--- config.mk ---
export PLATFORM = sky130hd
export DESIGN_NAME = apb_reg_slave_flat
export DESIGN_NICKNAME = d
export VERILOG_FILES = /design/src/rtl/apb_pkg.sv /design/src/rtl/apb_reg_slave_if.sv /design/src/rtl/apb_wait_ctr.sv /design/src/rtl/apb_reg_slave.sv /design/src/flat_wrapper.sv
export SDC_FILE = /design/constraint.sdc
export NUM_CORES = 1
export LEC_CHECK = 0
export ABC_CLOCK_PERIOD_IN_PS = 3800
export BUFFER_PORTS_ARGS = -buffer_cell sky130_fd_sc_hd__buf_2
export CAP_MARGIN = 20
export CORE_AREA = 3 3 231 233
export CTS_BUF_LIST = sky130_fd_sc_hd__clkbuf_16
export CTS_CLUSTER_DIAMETER = 200
export DETAILED_ROUTE_END_ITERATION = 8
export DIE_AREA = 0 0 234 236
export PLACE_DENSITY = 0.58
export SLEW_MARGIN = 10
export SYNTH_ARGS = -nofsm -noshare
export SYNTH_HDL_FRONTEND = slang
export SYNTH_SLANG_ARGS = --single-unit
--- constraint.sdc ---
create_clock -name pclk -period 3.8 [get_ports pclk]
set_input_delay 0.38 -clock pclk [delete_from_list [all_inputs] [get_ports pclk]]
set_output_delay 0.38 -clock pclk [all_outputs]
set_load 0.05 [all_outputs]
--- src/rtl/apb_pkg.sv ---
// Shared types and helpers for the APB register slave.
// Provides the FSM state encoding and constant width functions.
package apb_pkg;

    typedef enum logic {
        IDLE   = 1'b0,
        ACCESS = 1'b1
    } apb_state_e;

    // Ceiling log2 usable in constant (parameter) context.
    function automatic int clog2(input int v);
        int r;
        r = 0;
        for (int k = 0; k < 31; k++) begin
            if ((32'sd1 <<< k) < v) begin
                r = k + 1;
            end
        end
        return r;
    endfunction

    // Register index width, never narrower than one bit.
    function automatic int idx_width(input int n);
        return (clog2(n) < 1) ? 1 : clog2(n);
    endfunction

endpackage

--- src/rtl/apb_reg_slave_if.sv ---
// APB bus bundle between a requester and the register slave.
// Ports: psel/penable/pwrite/paddr/pwdata/pstrb in, prdata/pready/pslverr out.
interface apb_if #(
    parameter int ADDR_W = 12,
    parameter int DATA_W = 32
);
    logic                  psel;
    logic                  penable;
    logic                  pwrite;
    logic [ADDR_W-1:0]     paddr;
    logic [DATA_W-1:0]     pwdata;
    logic [DATA_W/8-1:0]   pstrb;
    logic [DATA_W-1:0]     prdata;
    logic                  pready;
    logic                  pslverr;

    modport master (
        output psel, penable, pwrite, paddr, pwdata, pstrb,
        input  prdata, pready, pslverr
    );

    modport slave (
        input  psel, penable, pwrite, paddr, pwdata, pstrb,
        output prdata, pready, pslverr
    );
endinterface

--- src/rtl/apb_wait_ctr.sv ---
// Loadable down-counter that paces access-phase wait states.
// Ports: clk_i, rst_i, load_i/load_val_i, dec_i in; zero_o out.
module apb_wait_ctr #(
    parameter int W = 4
) (
    input  logic         clk_i,
    input  logic         rst_i,
    input  logic         load_i,
    input  logic [W-1:0] load_val_i,
    input  logic         dec_i,
    output logic         zero_o
);
    logic [W-1:0] cnt_q, cnt_d;

    always_comb begin
        cnt_d = cnt_q;
        if (load_i) begin
            cnt_d = load_val_i;
        end else if (dec_i && (cnt_q != '0)) begin
            cnt_d = cnt_q - W'(1);
        end
    end

    always_ff @(posedge clk_i) begin
        if (rst_i) begin
            cnt_q <= '0;
        end else begin
            cnt_q <= cnt_d;
        end
    end

    assign zero_o = (cnt_q == '0);
endmodule

--- src/rtl/apb_reg_slave.sv ---
// APB register file with wait states, byte strobes and RO hardware regs.
// Ports: pclk, preset, bus (APB slave), hw_in; reg_q, wr_en, rd_en, reg_idx.
module apb_reg_slave
    import apb_pkg::*;
#(
    parameter int                  ADDR_W      = 12,
    parameter int                  DATA_W      = 32,
    parameter int                  NUM_REGS    = 8,
    parameter int                  WAIT_STATES = 0,
    parameter logic [NUM_REGS-1:0] RO_MASK     = '0,
    localparam int                 IDX_W       = idx_width(NUM_REGS)
) (
    input  logic                       pclk,
    input  logic                       preset,
    apb_if.slave                       bus,
    input  logic [NUM_REGS*DATA_W-1:0] hw_in,
    output logic [NUM_REGS*DATA_W-1:0] reg_q,
    output logic                       wr_en,
    output logic                       rd_en,
    output logic [IDX_W-1:0]           reg_idx
);
    localparam int NB  = DATA_W / 8;
    localparam int LSB = clog2(NB);

    apb_state_e        state_q, state_d;
    logic [ADDR_W-1:0] addr_q, addr_d;
    logic              write_q, write_d;
    logic [DATA_W-1:0] regs_q [NUM_REGS];

    logic              ctr_load, ctr_dec, ctr_zero;
    logic              done, fin;
    logic [ADDR_W-1:0] idx_full;
    logic              in_range, aligned, ro_hit, bad;
    logic [DATA_W-1:0] rd_val;

    apb_wait_ctr #(.W(4)) u_ctr (
        .clk_i      (pclk),
        .rst_i      (preset),
        .load_i     (ctr_load),
        .load_val_i (4'(WAIT_STATES)),
        .dec_i      (ctr_dec),
        .zero_o     (ctr_zero)
    );

    // Decode works on the latched setup address.
    assign idx_full = addr_q >> LSB;
    assign in_range = idx_full < ADDR_W'(NUM_REGS);
    assign aligned  = (addr_q & ADDR_W'(NB - 1)) == '0;
    assign reg_idx  = idx_full[IDX_W-1:0];

    always_comb begin
        ro_hit = 1'b0;
        rd_val = '0;
        for (int i = 0; i < NUM_REGS; i++) begin
            if (idx_full == ADDR_W'(i)) begin
                ro_hit = RO_MASK[i];
                rd_val = RO_MASK[i] ? hw_in[i*DATA_W +: DATA_W] : regs_q[i];
            end
        end
    end

    assign bad = !in_range || !aligned || (write_q && ro_hit);

    always_comb begin
        state_d  = state_q;
        addr_d   = addr_q;
        write_d  = write_q;
        ctr_load = 1'b0;
        ctr_dec  = 1'b0;
        done     = 1'b0;
        unique case (state_q)
            IDLE: begin
                // penable without a setup cycle is ignored here.
                if (bus.psel && !bus.penable) begin
                    state_d  = ACCESS;
                    addr_d   = bus.paddr;
                    write_d  = bus.pwrite;
                    ctr_load = 1'b1;
                end
            end
            ACCESS: begin
                if (!bus.psel) begin
                    state_d = IDLE;
                end else if (bus.penable) begin
                    if (ctr_zero) begin
                        done    = 1'b1;
                        state_d = IDLE;
                    end else begin
                        ctr_dec = 1'b1;
                    end
                end
            end
            default: state_d = IDLE;
        endcase
    end

    // Completion is suppressed while reset is held.
    assign fin         = done && !preset;
    assign bus.pready  = fin;
    assign bus.pslverr = fin && bad;
    assign wr_en       = fin && !bad && write_q;
    assign rd_en       = fin && !bad && !write_q;
    assign bus.prdata  = rd_en ? rd_val : '0;

    always_ff @(posedge pclk) begin
        if (preset) begin
            state_q <= IDLE;
            addr_q  <= '0;
            write_q <= 1'b0;
        end else begin
            state_q <= state_d;
            addr_q  <= addr_d;
            write_q <= write_d;
        end
    end

    always_ff @(posedge pclk) begin
        if (preset) begin
            for (int i = 0; i < NUM_REGS; i++) begin
                regs_q[i] <= '0;
            end
        end else if (wr_en) begin
            for (int i = 0; i < NUM_REGS; i++) begin
                for (int b = 0; b < NB; b++) begin
                    if ((idx_full == ADDR_W'(i)) && bus.pstrb[b]) begin
                        regs_q[i][b*8 +: 8] <= bus.pwdata[b*8 +: 8];
                    end
                end
            end
        end
    end

    always_comb begin
        reg_q = '0;
        for (int i = 0; i < NUM_REGS; i++) begin
            reg_q[i*DATA_W +: DATA_W] = regs_q[i];
        end
    end
endmodule

--- src/flat_wrapper.sv ---
// flat-port wrapper written by rule: the top's interface ports become plain ports
module apb_reg_slave_flat import apb_pkg::*;
#(
    parameter int                  ADDR_W      = 12,
    parameter int                  DATA_W      = 32,
    parameter int                  NUM_REGS    = 8,
    parameter int                  WAIT_STATES = 0,
    parameter logic [NUM_REGS-1:0] RO_MASK     = '0,
    localparam int                 IDX_W       = idx_width(NUM_REGS)
)
  (pclk, preset, hw_in, reg_q, wr_en, rd_en, reg_idx, bus_psel, bus_penable, bus_pwrite, bus_paddr, bus_pwdata, bus_pstrb, bus_prdata, bus_pready, bus_pslverr);
  apb_if #(.ADDR_W(ADDR_W), .DATA_W(DATA_W)) bus_i ();
  input  logic pclk;
  input  logic preset;
  input  logic [NUM_REGS*DATA_W-1:0] hw_in;
  output logic [NUM_REGS*DATA_W-1:0] reg_q;
  output logic wr_en;
  output logic rd_en;
  output logic [IDX_W-1:0] reg_idx;
  input wire logic [$bits(bus_i.psel)-1:0] bus_psel;
  input wire logic [$bits(bus_i.penable)-1:0] bus_penable;
  input wire logic [$bits(bus_i.pwrite)-1:0] bus_pwrite;
  input wire logic [$bits(bus_i.paddr)-1:0] bus_paddr;
  input wire logic [$bits(bus_i.pwdata)-1:0] bus_pwdata;
  input wire logic [$bits(bus_i.pstrb)-1:0] bus_pstrb;
  output wire logic [$bits(bus_i.prdata)-1:0] bus_prdata;
  output wire logic [$bits(bus_i.pready)-1:0] bus_pready;
  output wire logic [$bits(bus_i.pslverr)-1:0] bus_pslverr;
  assign bus_i.psel = bus_psel;
  assign bus_i.penable = bus_penable;
  assign bus_i.pwrite = bus_pwrite;
  assign bus_i.paddr = bus_paddr;
  assign bus_i.pwdata = bus_pwdata;
  assign bus_i.pstrb = bus_pstrb;
  assign bus_prdata = bus_i.prdata;
  assign bus_pready = bus_i.pready;
  assign bus_pslverr = bus_i.pslverr;
  apb_reg_slave #(.ADDR_W(ADDR_W), .DATA_W(DATA_W), .NUM_REGS(NUM_REGS), .WAIT_STATES(WAIT_STATES), .RO_MASK(RO_MASK)) u_core (.pclk(pclk), .preset(preset), .bus(bus_i), .hw_in(hw_in), .reg_q(reg_q), .wr_en(wr_en), .rd_en(rd_en), .reg_idx(reg_idx));
endmodule
---- Word level (Yosys, flattened, before mapping) ----
Memory sizes are Yosys's and may differ from the RTL's.
Index checks and enable logic that the tools add are counted.
word-level totals
  output and inout bits ................... 295
  logic and storage cells ................. 283
  latch bits .............................. 0
  input bits .............................. 309
  memory bits (read-only) ................. 0
  memories kept ........................... 1
  memory bits (writable) .................. 256
  register bits after elaboration ......... 18
memories
  memory         depth  width  read ports  clocked after Yosys merged registers in  wr ports  RTL line             source
  u_core.regs_q  8      32     8           0                                        8         apb_reg_slave.sv:28  logic [DATA_W-1:0] regs_q [NUM_REGS];
cells by class
  div/mod/pow operators ................... 0
  bitwise operators ....................... 33
  add/sub/neg operators ................... 1
  eq/ne operators ......................... 7
  multipliers ............................. 0
  order comparisons ....................... 1
  mux-type cells .......................... 184
  reduce and logical (&&, ||, !) cells .... 52
  shifts and indexed selects .............. 0
operator list
  cell                                                                           count
  32-bit 2-to-1 mux                                                              9
  8-bit 2-to-1 mux                                                               32
  1-bit 2-to-1 mux                                                               142
  10-bit by 3-bit == test with 1-bit output, second input constant               4
  1-bit logical AND                                                              39
  1-bit OR                                                                       32
  12-bit zero test                                                               2
  10-bit by 2-bit == test with 1-bit output, second input constant               2
  10-bit by 1-bit == test with 1-bit output, second input constant               1
  10-bit by 4-bit less-than comparator with 1-bit output, second input constant  1
  1-bit zero test                                                                6
  4-bit zero test                                                                1
  4-bit nonzero test                                                             1
  4-bit by 1-bit subtractor with 4-bit output, second input constant             1
  1-bit case mux with 2 select lines                                             1
  2-bit AND reduction                                                            1
  2-bit OR reduction                                                             1
  1-bit logical OR                                                               1
  1-bit inverter                                                                 1

---- Longest topological paths before layout ----
  word-level depth ........................ 12
  gate-level depth with buffers ........... 8
  depth with buffers taken out ............ 6

---- Cells and area by module ----
From an unflattened synthesis, not the netlist that was laid out.
unflattened totals
  cell total of the unflattened synthesis .. 979
  area total of the unflattened synthesis .. 12,278.0 µm²
by module, submodules not included
  module         sequential area each (µm²)  cells each  instances  area an instance (µm²)
  apb_reg_slave  7,967.6                     950         1          12,015.3
  apb_wait_ctr   80.1                        29          1          262.8

---- Worst setup path before layout ----
No wires, ideal clock.
  kind .................................... register -> output
  start point ............................. register u_core.u_ctr.cnt_q[0]
  end point ............................... output bus_prdata[30]
  arrival ................................. 3.372 ns
  path slack .............................. 0.048 ns
  stages on the path, launching flop included .. 9
  buffers on the path ..................... 2
  required time ........................... 3.420 ns
  cells stage by stage .................... dfxtp_1 > inv_1 > ha_1 > or3b_2 > or4_4 > or3_1 > clkbuf_1 > buf_2 > a311oi_1
between the ends
  word-level cells in the longest chain between the ends .. 9
RTL lines
  element                         RTL line              source
  from (decl)                     apb_wait_ctr.sv:13    logic [W-1:0] cnt_q, cnt_d;
  from (signal assigned)          apb_wait_ctr.sv:28    cnt_q <= cnt_d;
  4-bit zero test                 apb_wait_ctr.sv:32    assign zero_o = (cnt_q == '0);
  1-bit 2-to-1 mux                apb_reg_slave.sv:85   if (ctr_zero) begin
  1-bit 2-to-1 mux                apb_reg_slave.sv:84   end else if (bus.penable) begin
  1-bit 2-to-1 mux                apb_reg_slave.sv:82   if (!bus.psel) begin
  1-bit 2-to-1 mux                apb_reg_slave.sv:71   unique case (state_q)
  1-bit logical AND               apb_reg_slave.sv:98   assign fin = done && !preset;
  1-bit logical AND (2 in a row)  apb_reg_slave.sv:102  assign rd_en = fin && !bad && !write_q;
  32-bit 2-to-1 mux               apb_reg_slave.sv:103  assign bus.prdata = rd_en ? rd_val : '0;
  to (decl)                       flat_wrapper.sv:26    output wire logic [$bits(bus_i.prdata)-1:0] bus_prdata;
Every way passes these cells.

---- Worst setup path in the final report ----
  start point ............................. register u_core.u_ctr.cnt_q[0]
  end point ............................... output bus_prdata[12]
Same word-level chain as after synthesis.

==> impl_metrics.ini <==
[outcome]
outcome = finished, final reports clean

[route]
dr.first_iter.drc_count = 708
wl_per_cell_um = 26.91
drt-pass1-iter-count = 5
overall_via_count_from_detail_route = 9659
route.detailed.vias_per_inst = 4.851
drtAntennaViolNets = 0
routed_wl_um = 53570
remaining_drc_errors = 0

[sta]
maxClockFrequency_mhz = 271.8
setup_total_negative_slack_ps = 0
rsz_0062_raised_after_global_routing = no
holdWs_ps = 27.86
final-setup-viol-count = 0
final_clock_skew_ps = 24.54
worstMarginPinSlew_ps = 993.6
layout_worst_path_cycle_share_pct = 96.83
final-max-slew-violation-count = 0
final_critical_path_required_period_ps = 3679
maxSlewHeadroom_pct = 33.76
layout_setup_ws_ps = 120.6
hold_viol_final = 0

[clock_tree]
clock_sinks = 274
cts_htree_levels = 1
insertion_delay_ps = 580
clockBufferDepth = 3
clkSlewWorstSetupHoldPaths_ps = 60
tritoncts_clock_tree = done
cts_made_buffers = 31
cts-root-buf = sky130_fd_sc_hd__clkbuf_16

[critical_path]
crit_path_start_kind = flop
critPathMaxFanout = 14
setup.reg_to_reg.worst_slack_ps = 690
setup.worst_path.class = reg -> out
r2r_path_start = u_core.addr_q[11]
reg2regPathDepth = 6
r2r-end = u_core.regs_q[0][217]
critPathCaptureType = primary output
crit_required_ps = 3420
timing.critical_path.arrival_ps = 3300
cp-endpoint = bus_prdata[12]
crit_path_start = u_core.u_ctr.cnt_q[0]

[global_routing]
grt_remaining_overflow = 0
vias_in_the_first_global_route = 9702
overall_fraction_of_global_route_tracks_in_use_pct = 18.62
initial_antenna_violation_count = 3
maximum_number_of_pins_on_one_net_before_global_route_repair = 77
wire_length_of_the_first_global_routing_pass_um = 73300

[finish]
final_net_count = 1598
final_layout_size_suffix_gt1_share_pct = 40.38
flow.area_growth_from_synthesis_pct = 32.67
multi_input_comb_area_mm2 = 0.003727
ff_latch_area_mm2 = 0.008056
stdcell_count = 1991
n_fill_cell = 5290

[yosys]
synth_seq_area_share_pct = 66.81
synthMostInstantiatedCell = sky130_fd_sc_hd__edfxtp_1
synth_largest_area_cell = sky130_fd_sc_hd__edfxtp_1
synthTopCellsByArea = sky130_fd_sc_hd__edfxtp_1 64%, sky130_fd_sc_hd__nor2_1 6.1%, sky130_fd_sc_hd__mux4_2 4.7%
yosys-mux-area-fraction_pct = 8.216
netlist_instances = 940
synth-seq-cells = 274
ys_flop_type = sky130_fd_sc_hd__edfxtp_1
synth_simple_gate_area_share_pct = 13.89
synthAdderAreaFrac_pct = 0.2077
async_reset_ff_share_pct = 0
synth.distinct_cells = 45
netlist_top_cells_count = 256 x sky130_fd_sc_hd__edfxtp_1, 196 x sky130_fd_sc_hd__nor2_1, 79 x sky130_fd_sc_hd__nand2_1, 55 x sky130_fd_sc_hd__clkbuf_1, 50 x sky130_fd_sc_hd__o22ai_1
compound_gate_fraction_of_synth_area_pct = 7.582
mappedNetlistNets = 1251
post_synth_xor_area_fraction_pct = 0.2181
synth.cell_area_mm2 = 0.01205
synth_warn = 0
synth_area_per_cell_um2 = 12.82
yosys.area.top_type_share_pct = 63.81
combinational_family_with_the_most_area_after_synthesis = simple AND/OR/NAND/NOR gates
synth-edff-count = 256

[place]
detailedPlace.worstSlack_ps = 359.5
placed_cells_incl_taps = 1932
gpl.final_weighted_congestion = 0.8022
placement.io_buffers = 347
detailedPlacementHpwl_um = 37910

[floorplan]
num_io_pins = 604
die_height_um = 236
placementRows = 83
die-area_mm2 = 0.05522
start_util_pct = 23.43
floorplan.die.width_um = 234
design.core.area_mm2 = 0.05141

[job]
drv_cap = 0

[hold_path]
holdCritStartpoint = bus_paddr[4]
holdCritPathClass = in -> reg

[power]
report.power.total_uw = 7531
p_leak_uw = 0.006090
power-per-cell-area_mw_per_mm2 = 471.2
worst_ir_drop_vdd_uv = 382.3
==> report_power, final <==
group | internal [uW] | switching (uW) | leakage (uW)
clock network | 1680 | 1270 | 0.000493
registers | 3430 | 99.9 | 0.00275
logic | 233 | 810 | 0.00285
total | 5350 | 2180 | 0.00609
==> sequential cells by signal (all words and copies together) (netlist names) <==
signal	count
u_core.write_q	1
u_core.addr_q	12
u_core.regs_q	256
u_core.u_ctr.cnt_q	4
u_core.state_q	1
==> metal layers <==
layer	GRT usage, %	share of wire, %
met1	25.34	43
met2	28.48	44
met4	4.415	2.1
met5	0	0.054
met3	6.413	11
==> kinds of logic after synthesis <==
| kind of cell | count (synthesis) |
|---|---|
| simple gates | 381 |
| flops | 274 |
| compound gates | 128 |
| buf+inv | 88 |
| mux | 64 |
| xor+xnor | 3 |
| fa+ha+maj | 2 |
==> stage by stage <==
| step | util (%) | area [um2] |
|---|---|---|
| after floorplan | - | 12050 |
| after global placement | 28.80 | 14810 |
| after detailed placement | 28.80 | 14810 |
| after CTS | 31.06 | 15960 |
| after global routing | 31.08 | 15980 |
| final | 31.09 | 15980 |
==> how the worst min path moves through the flow <==
stage	to	slack [ps]	cells after the start
final	u_core.addr_q[4]	30	3
after global routing	u_core.addr_q[8]	30	3
after CTS	u_core.addr_q[4]	5	3
after detailed placement	u_core.addr_q[7]	450	2
after global placement	u_core.addr_q[11]	440	2
after floorplan	u_core.addr_q[8]	430	2
==> final cells by class <==
type	instances	share of cell area [%]
Antenna cell	1	0.01566
Clock buffer	31	4.854
Clock inverter	25	1.323
Inverter	8	0.1879
Multi-Input combinational cell	578	23.32
Sequential cell	274	50.41
Tap cell	680	5.324
Timing Repair Buffer	394	14.56
==> worst max-delay path, cell delays in order (launching register included) <==
cell                      delay (ps)
sky130_fd_sc_hd__dfxtp_1         330
sky130_fd_sc_hd__inv_1            80
sky130_fd_sc_hd__ha_1            160
sky130_fd_sc_hd__or3b_4          400
sky130_fd_sc_hd__or4_4           570
sky130_fd_sc_hd__or3_4           400
sky130_fd_sc_hd__buf_12          200
sky130_fd_sc_hd__nor3_1          250
sky130_fd_sc_hd__buf_4           180
sky130_fd_sc_hd__buf_12          130
==> what timing repair did <==
item,4_1_cts,5_1_grt
setup buffers,0,0
resized for setup,34,3
hold buffers,1,0
pin swaps,1,1
endpoints found under the setup margin,31,17
hold endpoints to repair,1,0
cloned,1,0
==> cell usage in the layout (no fill, tap or decap), drive strengths merged, types with 18 or more instances in the layout <==
cell | Yosys | final
mux2 | 29 | 29
buf | 25 | 392
clkbuf | 55 | 31
nor2b | 37 | 37
edfxtp | 256 | 256
nand2 | 79 | 79
mux4 | 25 | 25
nor2 | 196 | 196
nor3 | 31 | 31
o22ai | 50 | 50
dfxtp | 18 | 18
(Power assumes the default switching activity.)
